<file path="config.mk">
export PLATFORM = sky130hd
export DESIGN_NAME = fifo_rd_packer
export DESIGN_NICKNAME = d
export VERILOG_FILES = /design/src/rtl/fifo_rd_packer_pkg.sv /design/src/rtl/fifo_rd_packer.sv
export SDC_FILE = /design/constraint.sdc
export NUM_CORES = 1
export LEC_CHECK = 0
export ABC_AREA = 0
export BUFFER_PORTS_ARGS = -buffer_cell sky130_fd_sc_hd__buf_2
export CAP_MARGIN = 15
export CORE_UTILIZATION = 52
export DETAILED_ROUTE_END_ITERATION = 16
export PLACE_DENSITY = 0.91
export SYNTH_ARGS = -nofsm -noshare
export SYNTH_HDL_FRONTEND = slang
export SYNTH_SLANG_ARGS = --single-unit
</file>
<file path="constraint.sdc">
create_clock -name clk -period 1.9 [get_ports clk]
set_input_delay 0 -clock clk [delete_from_list [all_inputs] [get_ports clk]]
set_output_delay 0 -clock clk [all_outputs]
set_load 0.05 [all_outputs]
</file>
<file path="src/rtl/fifo_rd_packer_pkg.sv">
// Shared types and defaults for the FIFO read-side packer.
// The packer's optional partial flush is enabled with PACKER_FLUSH_TIMEOUT_EN.
package fifo_rd_packer_pkg;

    localparam int FIFO_WIDTH      = 16;
    localparam int OUT_WIDTH       = 2 * FIFO_WIDTH;
    localparam int TIMEOUT_CYC_DEF = 16;
    localparam int CNT_WIDTH_DEF   = 16;

    typedef enum logic [1:0] {S_LO, S_HI, S_OUT} pack_state_e;

    typedef logic [OUT_WIDTH-1:0] packed_word_t;

endpackage

</file>
<file path="src/rtl/fifo_rd_packer.sv">
// Pops 16-bit FIFO words in pairs and emits them as {second, first} on a valid/ready stream.
// Define PACKER_FLUSH_TIMEOUT_EN to flush a lone low half after TIMEOUT_CYC idle cycles.
module fifo_rd_packer
    import fifo_rd_packer_pkg::*;
#(
    parameter int IN_WIDTH    = FIFO_WIDTH,
    parameter int TIMEOUT_CYC = TIMEOUT_CYC_DEF,
    parameter int CNT_WIDTH   = CNT_WIDTH_DEF
) (
    input  logic                  clk,
    input  logic                  rst_n,
    input  logic                  fifo_empty,
    input  logic [IN_WIDTH-1:0]   fifo_dout,
    output logic                  fifo_rd_en,
    output logic [2*IN_WIDTH-1:0] m_data,
    output logic [1:0]            m_keep,
    output logic                  m_valid,
    input  logic                  m_ready,
    output logic [CNT_WIDTH-1:0]  word_cnt
);

    localparam int OUT_W = 2 * IN_WIDTH;

    if (TIMEOUT_CYC < 2) begin : g_bad_timeout
        $error("fifo_rd_packer: TIMEOUT_CYC must be at least 2");
    end

    pack_state_e          state_q, state_d;
    logic                 rd_pend_q, rd_pend_d;
    logic [IN_WIDTH-1:0]  lo_q, lo_d;
    logic [OUT_W-1:0]     m_data_q, m_data_d;
    logic                 m_valid_q, m_valid_d;
    logic [CNT_WIDTH-1:0] word_cnt_q, word_cnt_d;
    logic                 flush;
    logic                 accept;

    assign accept = m_valid_q && m_ready;

`ifdef PACKER_FLUSH_TIMEOUT_EN
    localparam int IDLE_W = $clog2(TIMEOUT_CYC);

    logic [IDLE_W-1:0] idle_q, idle_d;
    logic [1:0]        m_keep_q, m_keep_d;
    logic              idle_now;

    // An idle cycle is one in S_HI where nothing is in flight and nothing can be popped.
    assign idle_now = (state_q == S_HI) && fifo_empty && !rd_pend_q;
    assign flush    = idle_now && (idle_q == IDLE_W'(TIMEOUT_CYC - 1));

    always_comb begin
        idle_d = '0;
        if (idle_now && !flush) begin
            idle_d = idle_q + 1'b1;
        end
    end

    always_ff @(posedge clk or negedge rst_n) begin
        if (!rst_n) begin
            idle_q <= '0;
        end else begin
            idle_q <= idle_d;
        end
    end

    always_ff @(posedge clk or negedge rst_n) begin
        if (!rst_n) begin
            m_keep_q <= 2'b11;
        end else begin
            m_keep_q <= m_keep_d;
        end
    end

    assign m_keep = m_keep_q;
`else
    assign flush  = 1'b0;
    assign m_keep = 2'b11;
`endif

    // State register
    always_ff @(posedge clk or negedge rst_n) begin
        if (!rst_n) begin
            state_q <= S_LO;
        end else begin
            state_q <= state_d;
        end
    end

    // Next-state logic
    always_comb begin
        state_d = state_q;
        case (state_q)
            S_LO:    if (rd_pend_q)           state_d = S_HI;
            S_HI:    if (rd_pend_q || flush)  state_d = S_OUT;
            S_OUT:   if (accept)              state_d = S_LO;
            default:                          state_d = S_LO;
        endcase
    end

    // Output and datapath logic; the pop request depends only on registered state and fifo_empty.
    always_comb begin
        fifo_rd_en = (state_q != S_OUT) && !fifo_empty && !rd_pend_q;
        rd_pend_d  = fifo_rd_en;
        lo_d       = lo_q;
        m_data_d   = m_data_q;
        m_valid_d  = m_valid_q;
        word_cnt_d = word_cnt_q;
`ifdef PACKER_FLUSH_TIMEOUT_EN
        m_keep_d   = m_keep_q;
`endif
        if ((state_q == S_LO) && rd_pend_q) begin
            lo_d = fifo_dout;
        end
        if ((state_q == S_HI) && rd_pend_q) begin
            m_data_d  = {fifo_dout, lo_q};
            m_valid_d = 1'b1;
`ifdef PACKER_FLUSH_TIMEOUT_EN
            m_keep_d  = 2'b11;
`endif
        end else if (flush) begin
            m_data_d  = {IN_WIDTH'(0), lo_q};
            m_valid_d = 1'b1;
`ifdef PACKER_FLUSH_TIMEOUT_EN
            m_keep_d  = 2'b01;
`endif
        end
        if ((state_q == S_OUT) && accept) begin
            m_valid_d = 1'b0;
            if (word_cnt_q != '1) begin
                word_cnt_d = word_cnt_q + 1'b1;
            end
        end
    end

    always_ff @(posedge clk or negedge rst_n) begin
        if (!rst_n) begin
            rd_pend_q  <= 1'b0;
            lo_q       <= '0;
            m_data_q   <= '0;
            m_valid_q  <= 1'b0;
            word_cnt_q <= '0;
        end else begin
            rd_pend_q  <= rd_pend_d;
            lo_q       <= lo_d;
            m_data_q   <= m_data_d;
            m_valid_q  <= m_valid_d;
            word_cnt_q <= word_cnt_d;
        end
    end

    assign m_data   = m_data_q;
    assign m_valid  = m_valid_q;
    assign word_cnt = word_cnt_q;

endmodule

</file>
==> impl_metrics.toml <==
[route]
vias = 1889
drt-total-wl_mm = 5.69
drc = 0
dr.first_iter.drc_count = 58
avgRoutedWirePerCell_um = 15.5
viasPerCell = 5.16
antenna_left = 0
drtPass1Iterations = 4

[synth]
async_flop_share_pct = 100
synth_compound_area_share_pct = 0.361
synth_top_family_by_area = "multiplexers"
synth_cell_types = 30
synthFlopType = "dfrtp_1"
synth_cells = 191
synth-xor-area-share_pct = 4.74
synth_edf_count = 0
yosysWarningCount = 0
synth_area_per_cell_um2 = 14.5
ys_seq_area_share_pct = 61.4
yosys.area_share.simple_pct = 11.5
muxShareOfSynthArea_pct = 19.9
synth_fa_ha_area_share_pct = 0.452
synth_seq_cells = 68
syn-cell-area_um2 = 2770

[sta]
finalHoldViolCount = 0
fmax_mhz = 582
worst_slack_ns = 0.182
fin_worst_skew_ns = 0.00806
slew_violations = 0
tightest_slew_ns = 0.604
post-route-min-period_ns = 1.72
relSlewSlack_pct = 59.7
rsz0062_at_grt = "no"
post-route-period-util_pct = 90.4
setup_viol = 0

[worst_setup_path]
cpPeakStageDelay_ns = 0.60
path_max_fanout = 6
crit_chain = "nand3_4 > or4_4 > nor4_2 > xor2_1"
timing.rr.end = "word_cnt[15]$_DFFE_PN0P_"
critPathBufInv = 0
path_class = "reg2reg"
cp.required_ns = 2.16
cp-endpoint = "word_cnt[15]$_DFFE_PN0P_"
reg2reg_slack_ns = 0.18
cp_slowest_cell = "or4_4"
path_depth = 4
crit_family = "simple AND/OR/NAND/NOR gates"
worstRegToRegCells = 4
cp.arrival_ns = 1.98
crit_path_start_kind = "flip-flop"
worstReg2RegStart = "word_cnt[4]$_DFFE_PN0P_"
startpoint = "word_cnt[4]$_DFFE_PN0P_"
end_kind = "flip-flop"

[power_and_ir_drop]
p_int_mw = 3.67
power_density_nw_per_um2 = 1800
p_switching_mw = 2.87
swShare_pct = 43.8
power.leakage_nw = 1.76
ir_drop_uv = 1260
clkPwrFrac_pct = 17.6
finalPower_mw = 6.54
seq_power_share_pct = 36.9
comb_power_share_pct = 45.5

[grt]
first_global_vias = 1885
grt_max_degree = 44
grt_pass1_wl_mm = 8.81
track_usage_pct = 21.9
antenna_found_initial = 0
globalRouteOverflowTotal = 0

[clock_tree]
cts_tree = "yes"
ctsResizeCount = 0
cts_made_buffers = 9
cts_root_buf = "clkbuf_8"
clock_sinks = 68
clk_pin_slew_ns = 0.07
cts_buffer_depth = 2
h-tree-depth = 3
clk-insertion-delay-late_ns = 0.34

[final_layout]
final_nets = 312
fill_cells = 369
drive_above_1_share_pct = 52.0
area_growth_pct = 30.8
n_antenna_cell = 0
fin_area_um2 = 3620

[floorplan]
die_h_um = 75.0
ios = 72
dieWidth_um = 75.0
die_area_um2 = 5620
placementRows = 26
start_util_pct = 54.2
core-area_um2 = 5110

[placement]
place_area_um2 = 3240
post-place-ws_ns = 0.195
io_buffers = 69
gp_congestion = 0.864
dp_hpwl_mm = 3.77

[status]
status = "finished, final reports clean"

[min_path]
hold_path.class = "in2async"

[job]
cap_violations = 0
-- kinds of logic (layout without fill, tap and decap cells) --
group                    count (synthesis)  count (layout)
buffers and inverters                    8             112
other                                    1               2
XOR/XNOR                                15              15
AO/OA/AOI/OAI                            2               2
AND/OR/NAND/NOR                         47              47
multiplexers                            49              49
adder cells (fa/ha/maj)                  1               1
flip-flops                              68              68
-- layer usage --
metal  routed length (µm)  up-vias  global-route usage [%]
met5                    0        -                       0
met4                   40        0                    6.08
met3                  363        5                    8.03
met2                 2950       71                    36.6
met1                 2340      937                    27.0
li1                     -      876                       -
-- layout make-up --
type | instances | area (µm²) | area share (%)
Sequential cell | 68 | 1710 | 47.2
Multi-Input combinational cell | 116 | 1030 | 28.5
Timing Repair Buffer | 95 | 601 | 16.6
Clock buffer | 14 | 153 | 4.21
Tap cell | 70 | 87.6 | 2.42
Clock inverter | 2 | 35.0 | 0.967
Inverter | 1 | 3.75 | 0.104
-- cells in the mapped netlist, types with 2 or more instances --
master    number  area share, %
dfrtp_1       68             61
nand3_1        2           0.36
o21ai_0        2           0.36
nor3_1         6            1.1
buf_2          2           0.36
or4_4          2           0.81
clkbuf_1       3           0.41
nand4_1        4           0.90
nand2_1       12            1.6
buf_4          2           0.54
mux2_2        49             20
nor4_1         3           0.68
xor2_1        14            4.4
nor2_1         4           0.54
nor4_2         3            1.4
-- per-stage QoR --
stage                     hold slack (ns)  setup TNS, ns  util, %  instances
after detailed placement           0.0455              0     63.5        331
after global placement             0.0327              0     63.5        331
final                               0.203              0     70.9        366
after global routing                0.265              0     70.9        366
after CTS                           0.208              0     70.9        366
after floorplan                    -0.296        -0.0512        -        192
-- worst min-delay path by stage --
stage                from                        to  slack, ns  cells after the start
floorplan           rst_n       lo_q[0]$_DFFE_PN0P_      -0.30                      0
global placement    rst_n  word_cnt[15]$_DFFE_PN0P_       0.03                      1
detailed placement  rst_n  word_cnt[13]$_DFFE_PN0P_       0.05                      1
CTS                 rst_n  word_cnt[13]$_DFFE_PN0P_       0.21                      2
global route        rst_n     m_data[4]$_DFFE_PN0P_       0.27                      2
finish              rst_n  word_cnt[13]$_DFFE_PN0P_       0.20                      2
-- power by group through the flow --
| stage | Combinational (mW) | Sequential, mW | Clock [mW] |
|---|---|---|---|
| CTS | 3.00 | 2.41 | 1.16 |
| global placement | 2.90 | 2.38 | 0 |
| global route | 3.13 | 2.48 | 1.23 |
| detailed placement | 2.96 | 2.42 | 0 |
| finish | 2.98 | 2.41 | 1.15 |
| floorplan | 0.905 | 3.76 | 0 |
-- worst register-to-register path, cell delays in order, from the launching register on --
cell	delay, ns
dfrtp_1	0.43
nand3_4	0.14
or4_4	0.60
nor4_2	0.30
xor2_1	0.17
-- state kept, by name, indices dropped and copies added (netlist names) --
name and count:
state_q 2, rd_pend_q 1, word_cnt 16, m_data 32
lo_q 16, m_valid 1
-- cells in the final DEF, fill, tap and decap left out, types with 3 or more instances in the layout --
cell type	instances
nor2_1	4
nand2_1	12
clkbuf_8	10
mux2_2	49
nor4_1	3
nand4_1	4
xor2_1	14
buf_2	69
dlygate4sd3_1	19
clkbuf_1	4
nor3_1	6
nor4_2	3
buf_4	6
dfrtp_2	7
dfrtp_1	61
-- what timing repair did --
item,4_1_cts,5_1_grt
hold endpoints to repair,59,0
buffers inserted,0,0
hold buffers,19,0
Note: power is estimated with default switching activity, not from simulation.
